**config.mk**
```make
export PLATFORM = sky130hd
export DESIGN_NAME = rain_wiper_ctrl_flat
export DESIGN_NICKNAME = d
export VERILOG_FILES = /design/src/rtl/rain_wiper_pkg.sv /design/src/rtl/rain_wiper_ctrl_if.sv /design/src/rtl/rain_wiper_sweep.sv /design/src/rtl/rain_wiper_ctrl.sv /design/src/flat_wrapper.sv
export SDC_FILE = /design/constraint.sdc
export NUM_CORES = 1
export LEC_CHECK = 0
export ABC_AREA = 1
export CORE_MARGIN = 2
export CORE_UTILIZATION = 35
export DETAILED_ROUTE_END_ITERATION = 10
export PLACE_DENSITY = 0.66
export SKIP_CTS_REPAIR_TIMING = 1
export SLEW_MARGIN = 20
export SYNTH_ARGS = -nofsm -noshare
export SYNTH_HDL_FRONTEND = slang
export SYNTH_SLANG_ARGS = --single-unit
```
**constraint.sdc**
```tcl
create_clock -name clk_2 -period 1.5 [get_ports clk_2]
set_input_delay 0.3 -clock clk_2 [delete_from_list [all_inputs] [get_ports clk_2]]
set_output_delay 0.3 -clock clk_2 [all_outputs]
set_load 0.005 [all_outputs]
```
**src/rtl/rain_wiper_pkg.sv**
```systemverilog
// rain_wiper_pkg: shared types, speed encodings and popcount helper for the
// rain-sensing wiper controller.
package rain_wiper_pkg;

  localparam logic [1:0] SPEED_OFF  = 2'b00;
  localparam logic [1:0] SPEED_SLOW = 2'b01;
  localparam logic [1:0] SPEED_FAST = 2'b10;

  typedef enum logic [1:0] {
    W_OFF  = SPEED_OFF,
    W_SLOW = SPEED_SLOW,
    W_FAST = SPEED_FAST
  } wiper_speed_t;

  // Widest sensor vector the popcount helper accepts; callers zero-extend.
  localparam int POP_MAX_W = 32;

  // Counts set bits in the low 'width' bits of vec.
  function automatic int popcount(input logic [POP_MAX_W-1:0] vec, input int width);
    int n;
    n = 0;
    for (int i = 0; i < POP_MAX_W; i++) begin
      if (i < width && vec[i]) n++;
    end
    return n;
  endfunction

endpackage

```
**src/rtl/rain_wiper_ctrl_if.sv**
```systemverilog
// rain_wiper_ctrl_if: sensor input and LED/motor output bundle of the wiper
// controller. The controller uses the slave modport, the board side the master.
interface rain_wiper_ctrl_if
  import rain_wiper_pkg::*;
#(
  parameter int NSENS = 7
);
  localparam int LVL_W = $clog2(NSENS + 1);

  logic [NSENS-1:0] drops;
  wiper_speed_t     speed;
  logic [LVL_W-1:0] level;
  logic             tick;
  logic             sweep;

  modport master (output drops, input speed, input level, input tick, input sweep);
  modport slave  (input drops, output speed, output level, output tick, output sweep);
endinterface

```
**src/rtl/rain_wiper_sweep.sv**
```systemverilog
// rain_wiper_sweep: periodic one-cycle wipe pulse generator. Counts sample
// ticks while the wiper runs; a speed change reloads the counter so the first
// sweep of a new speed fires on the next tick.
module rain_wiper_sweep
  import rain_wiper_pkg::*;
#(
  parameter int SLOW_PERIOD = 8,
  parameter int FAST_PERIOD = 3
) (
  input  logic         clk_2,
  input  logic         reset_n,
  input  logic         tick,
  input  wiper_speed_t speed,
  output logic         sweep
);

  localparam int MAXPER = (SLOW_PERIOD > FAST_PERIOD) ? SLOW_PERIOD : FAST_PERIOD;
  localparam int CW     = (MAXPER > 1) ? $clog2(MAXPER) : 1;
  localparam logic [CW-1:0] SLOW_LAST = CW'(SLOW_PERIOD - 1);
  localparam logic [CW-1:0] FAST_LAST = CW'(FAST_PERIOD - 1);

  if (SLOW_PERIOD < 1 || FAST_PERIOD < 1) begin : g_bad_period
    $error("rain_wiper_sweep: periods must be >= 1");
  end

  wiper_speed_t  spd_q;
  logic [CW-1:0] cnt_q;
  logic [CW-1:0] per_last;
  logic [CW-1:0] cnt_eff;

  // Effective count: a freshly changed speed behaves as if the counter sat at its last value.
  always_comb begin
    per_last = (speed == W_FAST) ? FAST_LAST : SLOW_LAST;
    cnt_eff  = (speed != spd_q) ? per_last : cnt_q;
  end

  // Tick counter, speed tracker and registered sweep pulse.
  always_ff @(posedge clk_2 or negedge reset_n) begin
    if (!reset_n) begin
      spd_q <= W_OFF;
      cnt_q <= '0;
      sweep <= 1'b0;
    end else begin
      spd_q <= speed;
      sweep <= 1'b0;
      if (speed == W_OFF) begin
        cnt_q <= '0;
      end else if (tick) begin
        if (cnt_eff == per_last) begin
          sweep <= 1'b1;
          cnt_q <= '0;
        end else begin
          cnt_q <= cnt_eff + CW'(1);
        end
      end else begin
        cnt_q <= cnt_eff;
      end
    end
  end

endmodule

```
**src/rtl/rain_wiper_ctrl.sv**
```systemverilog
// rain_wiper_ctrl: rain-sensing wiper controller. Samples the drop sensors on
// a prescaled tick, qualifies the drop count with persistence/hysteresis and
// selects OFF/SLOW/FAST.
// Build macro RAIN_WIPER_SWEEP_EN: when defined, the sweep pulse generator is
// instantiated; otherwise sweep is tied low and the periods are only checked.
//
// state  | meaning
// W_OFF  | wiper parked, no sweeps
// W_SLOW | light rain, sweep every SLOW_PERIOD ticks
// W_FAST | heavy rain, sweep every FAST_PERIOD ticks
module rain_wiper_ctrl
  import rain_wiper_pkg::*;
#(
  parameter int NSENS        = 7,
  parameter int PRESC_DIV    = 2,
  parameter int SLOW_ON      = 3,
  parameter int SLOW_OFF     = 2,
  parameter int FAST_ON      = 5,
  parameter int FAST_OFF     = 4,
  parameter int SLOW_PERSIST = 3,
  parameter int FAST_PERSIST = 2,
  parameter int DOWN_PERSIST = 2,
  parameter int SLOW_PERIOD  = 8,
  parameter int FAST_PERIOD  = 3
) (
  input logic              clk_2,
  input logic              reset_n,
  rain_wiper_ctrl_if.slave bus
);

  localparam int LVL_W = $clog2(NSENS + 1);
  localparam int PS_W  = (PRESC_DIV > 1) ? $clog2(PRESC_DIV) : 1;
  localparam logic [PS_W-1:0] PS_LAST = PS_W'(PRESC_DIV - 1);
  localparam int MAXP1 = (SLOW_PERSIST > FAST_PERSIST) ? SLOW_PERSIST : FAST_PERSIST;
  localparam int MAXP  = (MAXP1 > DOWN_PERSIST) ? MAXP1 : DOWN_PERSIST;
  localparam int CW    = $clog2(MAXP + 1);
  localparam logic [CW-1:0] SP_V = CW'(SLOW_PERSIST);
  localparam logic [CW-1:0] FP_V = CW'(FAST_PERSIST);
  localparam logic [CW-1:0] DP_V = CW'(DOWN_PERSIST);

  if (!(SLOW_OFF <= SLOW_ON && SLOW_ON <= FAST_ON &&
        SLOW_OFF <= FAST_OFF && FAST_OFF <= FAST_ON)) begin : g_bad_thresh
    $error("rain_wiper_ctrl: illegal threshold ordering");
  end
  if (SLOW_PERSIST < 1 || FAST_PERSIST < 1 || DOWN_PERSIST < 1) begin : g_bad_persist
    $error("rain_wiper_ctrl: persistence counts must be >= 1");
  end
  if (SLOW_PERIOD < 1 || FAST_PERIOD < 1 || PRESC_DIV < 1) begin : g_bad_period
    $error("rain_wiper_ctrl: periods and prescaler must be >= 1");
  end
  if (NSENS < 1 || NSENS > POP_MAX_W) begin : g_bad_nsens
    $error("rain_wiper_ctrl: NSENS out of range");
  end

  logic [PS_W-1:0]  ps_q;
  logic             tick;
  logic [LVL_W-1:0] pc;
  logic [LVL_W-1:0] level_q;
  wiper_speed_t     state_q;
  wiper_speed_t     state_d;
  logic [CW-1:0]    c_slow_q, c_fast_q, c_off_q, c_down_q;
  logic [CW-1:0]    n_slow, n_fast, n_off, n_down;
  logic             fire_slow, fire_fast, fire_off, fire_down;
  logic             sweep_w;

  assign tick = (ps_q == PS_LAST);

  // Sample prescaler: wraps after PRESC_DIV cycles.
  always_ff @(posedge clk_2 or negedge reset_n) begin
    if (!reset_n) ps_q <= '0;
    else if (tick) ps_q <= '0;
    else           ps_q <= ps_q + PS_W'(1);
  end

  // Drop count and the saturating persistence counters' candidate values.
  always_comb begin
    pc = LVL_W'(popcount(POP_MAX_W'(bus.drops), NSENS));
    n_slow = (int'(pc) >= SLOW_ON) ? ((c_slow_q == SP_V) ? SP_V : c_slow_q + CW'(1)) : '0;
    n_fast = (int'(pc) >= FAST_ON) ? ((c_fast_q == FP_V) ? FP_V : c_fast_q + CW'(1)) : '0;
    n_off  = (int'(pc) <  SLOW_OFF) ? ((c_off_q == DP_V) ? DP_V : c_off_q + CW'(1)) : '0;
    n_down = (int'(pc) <  FAST_OFF) ? ((c_down_q == DP_V) ? DP_V : c_down_q + CW'(1)) : '0;
    fire_slow = (n_slow == SP_V);
    fire_fast = (n_fast == FP_V);
    fire_off  = (n_off  == DP_V);
    fire_down = (n_down == DP_V);
  end

  // Next-state logic; transitions only on a sample tick.
  always_comb begin
    state_d = state_q;
    if (tick) begin
      case (state_q)
        W_OFF: begin
          if (fire_fast)      state_d = W_FAST;
          else if (fire_slow) state_d = W_SLOW;
        end
        W_SLOW: begin
          if (fire_fast)     state_d = W_FAST;
          else if (fire_off) state_d = W_OFF;
        end
        W_FAST: begin
          if (fire_off)       state_d = W_OFF;
          else if (fire_down) state_d = W_SLOW;
        end
        default: state_d = W_OFF;
      endcase
    end
  end

  // State register.
  always_ff @(posedge clk_2 or negedge reset_n) begin
    if (!reset_n) state_q <= W_OFF;
    else          state_q <= state_d;
  end

  // Latched level and persistence counters; any state change restarts qualification.
  always_ff @(posedge clk_2 or negedge reset_n) begin
    if (!reset_n) begin
      level_q  <= '0;
      c_slow_q <= '0;
      c_fast_q <= '0;
      c_off_q  <= '0;
      c_down_q <= '0;
    end else if (tick) begin
      level_q <= pc;
      if (state_d != state_q) begin
        c_slow_q <= '0;
        c_fast_q <= '0;
        c_off_q  <= '0;
        c_down_q <= '0;
      end else begin
        c_slow_q <= n_slow;
        c_fast_q <= n_fast;
        c_off_q  <= n_off;
        c_down_q <= n_down;
      end
    end
  end

`ifdef RAIN_WIPER_SWEEP_EN
  rain_wiper_sweep #(
    .SLOW_PERIOD(SLOW_PERIOD),
    .FAST_PERIOD(FAST_PERIOD)
  ) u_sweep (
    .clk_2  (clk_2),
    .reset_n(reset_n),
    .tick   (tick),
    .speed  (state_q),
    .sweep  (sweep_w)
  );
`else
  assign sweep_w = 1'b0;
`endif

  // Output drive.
  always_comb begin
    bus.speed = state_q;
    bus.level = level_q;
    bus.tick  = tick;
    bus.sweep = sweep_w;
  end

endmodule

```
**src/flat_wrapper.sv**
```systemverilog
// flat-port wrapper written by rule: the top's interface ports become plain ports
module rain_wiper_ctrl_flat import rain_wiper_pkg::*;
#(
  parameter int NSENS        = 7,
  parameter int PRESC_DIV    = 2,
  parameter int SLOW_ON      = 3,
  parameter int SLOW_OFF     = 2,
  parameter int FAST_ON      = 5,
  parameter int FAST_OFF     = 4,
  parameter int SLOW_PERSIST = 3,
  parameter int FAST_PERSIST = 2,
  parameter int DOWN_PERSIST = 2,
  parameter int SLOW_PERIOD  = 8,
  parameter int FAST_PERIOD  = 3
)
  (clk_2, reset_n, bus_drops, bus_speed, bus_level, bus_tick, bus_sweep);
  rain_wiper_ctrl_if #(.NSENS(NSENS)) bus_i ();
  input logic clk_2;
  input logic reset_n;
  input wire logic [$bits(bus_i.drops)-1:0] bus_drops;
  output wire logic [$bits(bus_i.speed)-1:0] bus_speed;
  output wire logic [$bits(bus_i.level)-1:0] bus_level;
  output wire logic [$bits(bus_i.tick)-1:0] bus_tick;
  output wire logic [$bits(bus_i.sweep)-1:0] bus_sweep;
  assign bus_i.drops = bus_drops;
  assign bus_speed = bus_i.speed;
  assign bus_level = bus_i.level;
  assign bus_tick = bus_i.tick;
  assign bus_sweep = bus_i.sweep;
  rain_wiper_ctrl #(.NSENS(NSENS), .PRESC_DIV(PRESC_DIV), .SLOW_ON(SLOW_ON), .SLOW_OFF(SLOW_OFF), .FAST_ON(FAST_ON), .FAST_OFF(FAST_OFF), .SLOW_PERSIST(SLOW_PERSIST), .FAST_PERSIST(FAST_PERSIST), .DOWN_PERSIST(DOWN_PERSIST), .SLOW_PERIOD(SLOW_PERIOD), .FAST_PERIOD(FAST_PERIOD)) u_core (.clk_2(clk_2), .reset_n(reset_n), .bus(bus_i));
endmodule
```
==> impl_metrics.ini, run 1 <==
[status]
status = finished with violations
violations = setup timing

[timing]
skew_ps = 2.73
hold_viol_final = 0
rsz0062_at_grt = true
drv_slew = 0
fin_crit_ps = 3450
setup_viol = 13
setup_ws_ps = -1950
fin_crit_sh_pct = 230
tns_ps = -22100
fmax_mhz = 290

[setup_path]
crit_fanout = 8
cp.required_ps = 1680
cpMostUsedCell = nand2_1
reg2reg_from = u_core.c_off_q[1]$_DFFE_PN0P_
end_kind = flop
setup.worst_path.start_class = input port
cp_slowest_cell = ha_1
crit_end = u_core.c_fast_q[1]$_DFFE_PN0P_
worstReg2RegEnd = u_core.c_fast_q[1]$_DFFE_PN0P_
critPathKind = in -> reg
reg2reg_depth = 13
worstSetupStartpoint = bus_drops[1]
max_stage_delay_ps = 290
ff2ff_setup_slack_ps = -300
arrival_ps = 3620

[finish]
multi_input_area_um2 = 1160
finish.net_count = 318
mostFrequentLayoutCells = nand2_1, buf_4, inv_1, nand2_2, nand3_1
fill_cells = 384
utilization_pct = 55.6
final_cells = 346
diodes = 0
post_route_cells_drive_above_1_share_pct = 40.2
area_delta_synth_final_pct = 49.5
final_common_cell = nand2_1
ff_latch_area_um2 = 352

[floorplanning]
die-area_um2 = 4890
fp.coreArea_um2 = 4090
io-pin-count = 16
die_h_um = 69.9
start_util_pct = 37.2
placementRows = 23
die_width_um = 69.9

[power]
sw_frac_of_total_pct = 42.5
p_sw_mw = 1.02
p_comb_share_pct = 63.6
total_power_mw = 2.39
seqPwrFrac_pct = 24.1
power.leakage_nw = 1.21
clkPwrFrac_pct = 12.3
ir_worst_vdd_v = 0.000312
internal_power_mw = 1.38
p_per_area_nw_per_um2 = 1050

[synthesis]
synthesis.nets = 254
synth_compound_area_share_pct = 3.05
synth_fa_ha_area_share_pct = 9.05
yosysTopAreaCell = dfrtp_1
yosys-top-cells-area = dfrtp_1, nand2_1, ha_1, nand3_1, nand3_2
syn_inst = 234
synth_top_family_by_area = simple AND/OR/NAND/NOR gates
syn_area_um2 = 1520
synth_top_area_share_pct = 23.0
synthMuxAreaShare_pct = 0
ys_types = 30
synth-seq-cells = 14
syn_avg_cell_area_um2 = 6.50
yosys.area_share.xor_xnor_pct = 1.15
ys.warnings.count = 0
ys_seq_area_share_pct = 23.0
yosys.area_share.simple_pct = 54.3

[place]
place_hpwl_um = 2970
placed_cells = 340
io_buffers = 14
place.gp.congestion = 0.856

[detailed_routing]
antenna_left = 0
post_drt_wl_per_cell_um = 10.3
drc = 0
viasPerCell = 4.72
drtIter0Drc = 51
routed_wl_um = 3560
drt_first_pass_iters = 4
dr_total_vias = 1634

[worst_hold_path]
min_path_type = in -> async

[clocking]
cts_buffer_depth = 2
cts_tree = built
path_clk_slew_ps = 50
clock_tree.root_cell = clkbuf_8
cts_buffers = 3
htree_levels = 1
clk-insertion-delay-late_ps = 240
clock-sinks = 14

[global_route]
grt_max_degree = 15
grt_pass1_vias = 1497
grt_usage_pct = 15.1
globalRoute.totalOverflow = 0
grt_pass1_wl_um = 6230
antenna_found_initial = 0

[run]
maxCapViolCount = 0
## state kept, by name, summed over array words and instances, names as in the netlist
register,flops
u_core.c_slow_q,2
u_core.c_down_q,2
u_core.c_fast_q,2
u_core.bus.speed,2
u_core.bus.tick,1
u_core.c_off_q,2
u_core.bus.level,3
## worst min-delay path by stage
| stage | to | depth (start not counted) | slack, ps | from |
|---|---|---|---|---|
| floorplan | u_core.bus.level[0]$_DFFE_PN0P_ | 0 | 4 | reset_n |
| global placement | u_core.c_fast_q[0]$_DFFE_PN0P_ | 2 | 460 | u_core.c_fast_q[0]$_DFFE_PN0P_ |
| detailed placement | u_core.c_down_q[0]$_DFFE_PN0P_ | 2 | 460 | u_core.c_down_q[0]$_DFFE_PN0P_ |
| CTS | u_core.bus.speed[1]$_DFF_PN0_ | 2 | 380 | reset_n |
| global route | u_core.c_slow_q[0]$_DFFE_PN0P_ | 2 | 380 | reset_n |
| finish | u_core.c_down_q[1]$_DFFE_PN0P_ | 2 | 370 | reset_n |
## per-stage QoR
step	cell area, um2	worst slack, ps	hold slack (ps)
finish	2270	-1950	375
global route	2270	-2170	380
CTS	2140	-2370	379
detailed placement	2100	-2620	463
global placement	2100	-2550	460
floorplan	1580	-1620	4.41
## cell usage after synthesis (all sizes together)
cell,instances
buf,1
xor2,2
nand2b,1
inv,32
nand2,98
conb,1
o21bai,1
a21oi,2
or2,2
dfrtp,14
ha,11
nor3b,1
clkbuf,2
nor2,15
clkinv,1
nand4,11
nor3,2
nand3b,1
o21ai,5
nand3,31
## power groups by stage
stage | clock (mW) | sequential (mW) | combinational (mW)
6_report | 0.294 | 0.577 | 1.52
4_1_cts | 0.308 | 0.573 | 1.42
3_5_place_dp | 0 | 0.572 | 1.43
2_1_floorplan | 0 | 0.568 | 0.904
5_1_grt | 0.323 | 0.592 | 1.71
3_3_place_gp | 0 | 0.573 | 1.40
## metal layers
metal | GRT usage (%) | up-vias | wire length, um
met5 | 0 | - | 0
met4 | 5.56 | 0 | 63
met3 | 1.59 | 6 | 85
met2 | 26.1 | 25 | 1710
met1 | 19.3 | 733 | 1710
li1 | - | 870 | -
## final cells by class
type / count / area share, %
repair buffers: 62 / 22.5
well taps: 50 / 2.75
multi-input cells: 184 / 51.2
clock buffers: 3 / 1.82
flip-flops and latches: 14 / 15.5
inverters: 33 / 6.33
## worst max-delay path: cells and delay by family
family,cells,cell delay (ps)
and+or+nand+nor,19,1720
buffers and inverters,5,330
AOI/OAI and AO/OA,2,370
adders and majority gates,3,710
xor gates and xnor gates,1,190
## cells by family (layout without fill, tap and decap cells)
group | count (synthesis) | in the layout
AND/OR/NAND/NOR | 162 | 162
buffers and inverters | 36 | 98
flip-flops | 14 | 14
adder cells (fa/ha/maj) | 11 | 11
AO/OA/AOI/OAI | 8 | 8
XOR/XNOR | 2 | 2
other | 1 | 1
No activity file was read; power rests on OpenSTA's default activity.
==> run 2, diff against run 1 <==
CORE_ASPECT_RATIO = 1.25   (was default)
==> run 2 against run 1 <==
  * The run still ends with setup timing left
  * Worst setup slack better by 75 ps
  * Via count is 0.73% lower
  * Final cell count is 1.4% higher
  * Sequential share of layout area is 0.16 points higher
  * Highest routed layer unchanged
  * Die area hardly changed
  * Clock power is 3% higher
  * Critical path depth is 1 lower
==> impl_metrics.ini, run 2 (same netlist as run 1, synthesis figures left out) <==
[detailed_routing]
post_drt_wl_per_cell_um = 10.1
antenna_left = 0
dr_total_vias = 1622
routed_wl_um = 3560
drtIter0Drc = 67
drc = 0
drt_first_pass_iters = 4
viasPerCell = 4.62

[setup_path]
arrival_ps = 3500
cpMostUsedCell = nand2_1
max_stage_delay_ps = 210
worstReg2RegEnd = u_core.c_off_q[1]$_DFFE_PN0P_
end_kind = flop
cp.required_ps = 1630
worstSetupStartpoint = bus_drops[1]
critPathKind = in -> reg
crit_end = u_core.c_down_q[0]$_DFFE_PN0P_
setup.worst_path.start_class = input port
reg2reg_depth = 13
cp_slowest_cell = ha_4
reg2reg_from = u_core.c_off_q[0]$_DFFE_PN0P_
ff2ff_setup_slack_ps = -270
crit_fanout = 8

[finish]
post_route_cells_drive_above_1_share_pct = 38.6
utilization_pct = 54.3
area_delta_synth_final_pct = 47.5
fill_cells = 416
finish.net_count = 317
mostFrequentLayoutCells = nand2_1, buf_4, inv_1, nand2_2, nand3_1
diodes = 0
final_common_cell = nand2_1
largest_register_ffs = 3

[timing]
setup_ws_ps = -1870
setup_viol = 14
rsz0062_at_grt = true
drv_slew = 0
fmax_mhz = 296
tns_ps = -21680
fin_crit_ps = 3370
hold_viol_final = 0
fin_crit_sh_pct = 225
skew_ps = 0.907

[global_route]
grt_pass1_wl_um = 5930
grt_pass1_vias = 1453
globalRoute.totalOverflow = 0
antenna_found_initial = 0
grt_max_degree = 19
grt_usage_pct = 14.6

[floorplanning]
start_util_pct = 36.8
die-area_um2 = 4890
placementRows = 26
die_h_um = 77.7
die_width_um = 62.9
fp.coreArea_um2 = 4130
io-pin-count = 16

[run]
maxCapViolCount = 0

[power]
total_power_mw = 2.40
p_per_area_nw_per_um2 = 1070
power.leakage_nw = 1.19
ir_worst_vdd_v = 0.000363

[place]
io_buffers = 14
place.gp.congestion = 0.831
place_hpwl_um = 2970

[clocking]
cts_buffer_depth = 2
cts_tree = built
clock_tree.root_cell = clkbuf_8
cts_buffers = 3
htree_levels = 1
path_clk_slew_ps = 60
clock-sinks = 14
clk-insertion-delay-late_ps = 240

[status]
violations = setup timing
status = finished with violations

[worst_hold_path]
min_path_type = in -> async
run 2: cell types whose count changed in the layout (fill, tap and decap cells not counted), sizes merged:
cell / before / now
clkbuf: 4 / 3
run 2: routing by layer:
metal	vias to the layer above	track usage [%]	wire, um
met5	-	0	0
met4	0	4.00	20
met3	2	1.74	89
met2	17	28.8	1980
met1	734	15.9	1470
li1	869	-	-
run 2: critical path: cells and delay by family:
family	cells	cell delay, ps
adders and majority gates	3	560
buffers and inverters	5	350
and+or+nand+nor	20	2080
xor gates and xnor gates	1	200
run 2: where the power goes:
part           switching, mW  internal [mW]
Combinational          0.819          0.717
Clock                  0.125          0.177
Sequential            0.0735          0.491
Total                   1.02           1.38
run 2: final cells by class:
cell class	count	area, um2	area share (%)
sequential	14	350	15.6
multi-input combinational	184	1140	50.9
timing repair buffer	61	495	22.1
tap	56	70.1	3.13
inverter	33	144	6.42
clock buffer	3	41.3	1.84
run 2: metrics by stage:
stage / setup slack, ps / instance area (um2) / hold WS [ps] / std cells
floorplan: -1620 / 1580 / 4.41 / 234
global placement: -2500 / 2090 / 456 / 343
detailed placement: -2620 / 2090 / 467 / 343
CTS: -2370 / 2130 / 371 / 346
global route: -2180 / 2240 / 393 / 351
finish: -1870 / 2240 / 365 / 351
run 2: worst min-delay path by stage:
stage | cells after the start | endpoint | start | slack [ps]
3_5_place_dp | 2 | u_core.c_fast_q[1]$_DFFE_PN0P_ | u_core.c_fast_q[1]$_DFFE_PN0P_ | 470
6_report | 2 | u_core.bus.level[2]$_DFFE_PN0P_ | reset_n | 360
3_3_place_gp | 2 | u_core.c_fast_q[0]$_DFFE_PN0P_ | u_core.c_fast_q[0]$_DFFE_PN0P_ | 460
2_1_floorplan | 0 | u_core.bus.level[0]$_DFFE_PN0P_ | reset_n | 4
4_1_cts | 2 | u_core.c_down_q[0]$_DFFE_PN0P_ | reset_n | 370
5_1_grt | 2 | u_core.c_down_q[0]$_DFFE_PN0P_ | reset_n | 390
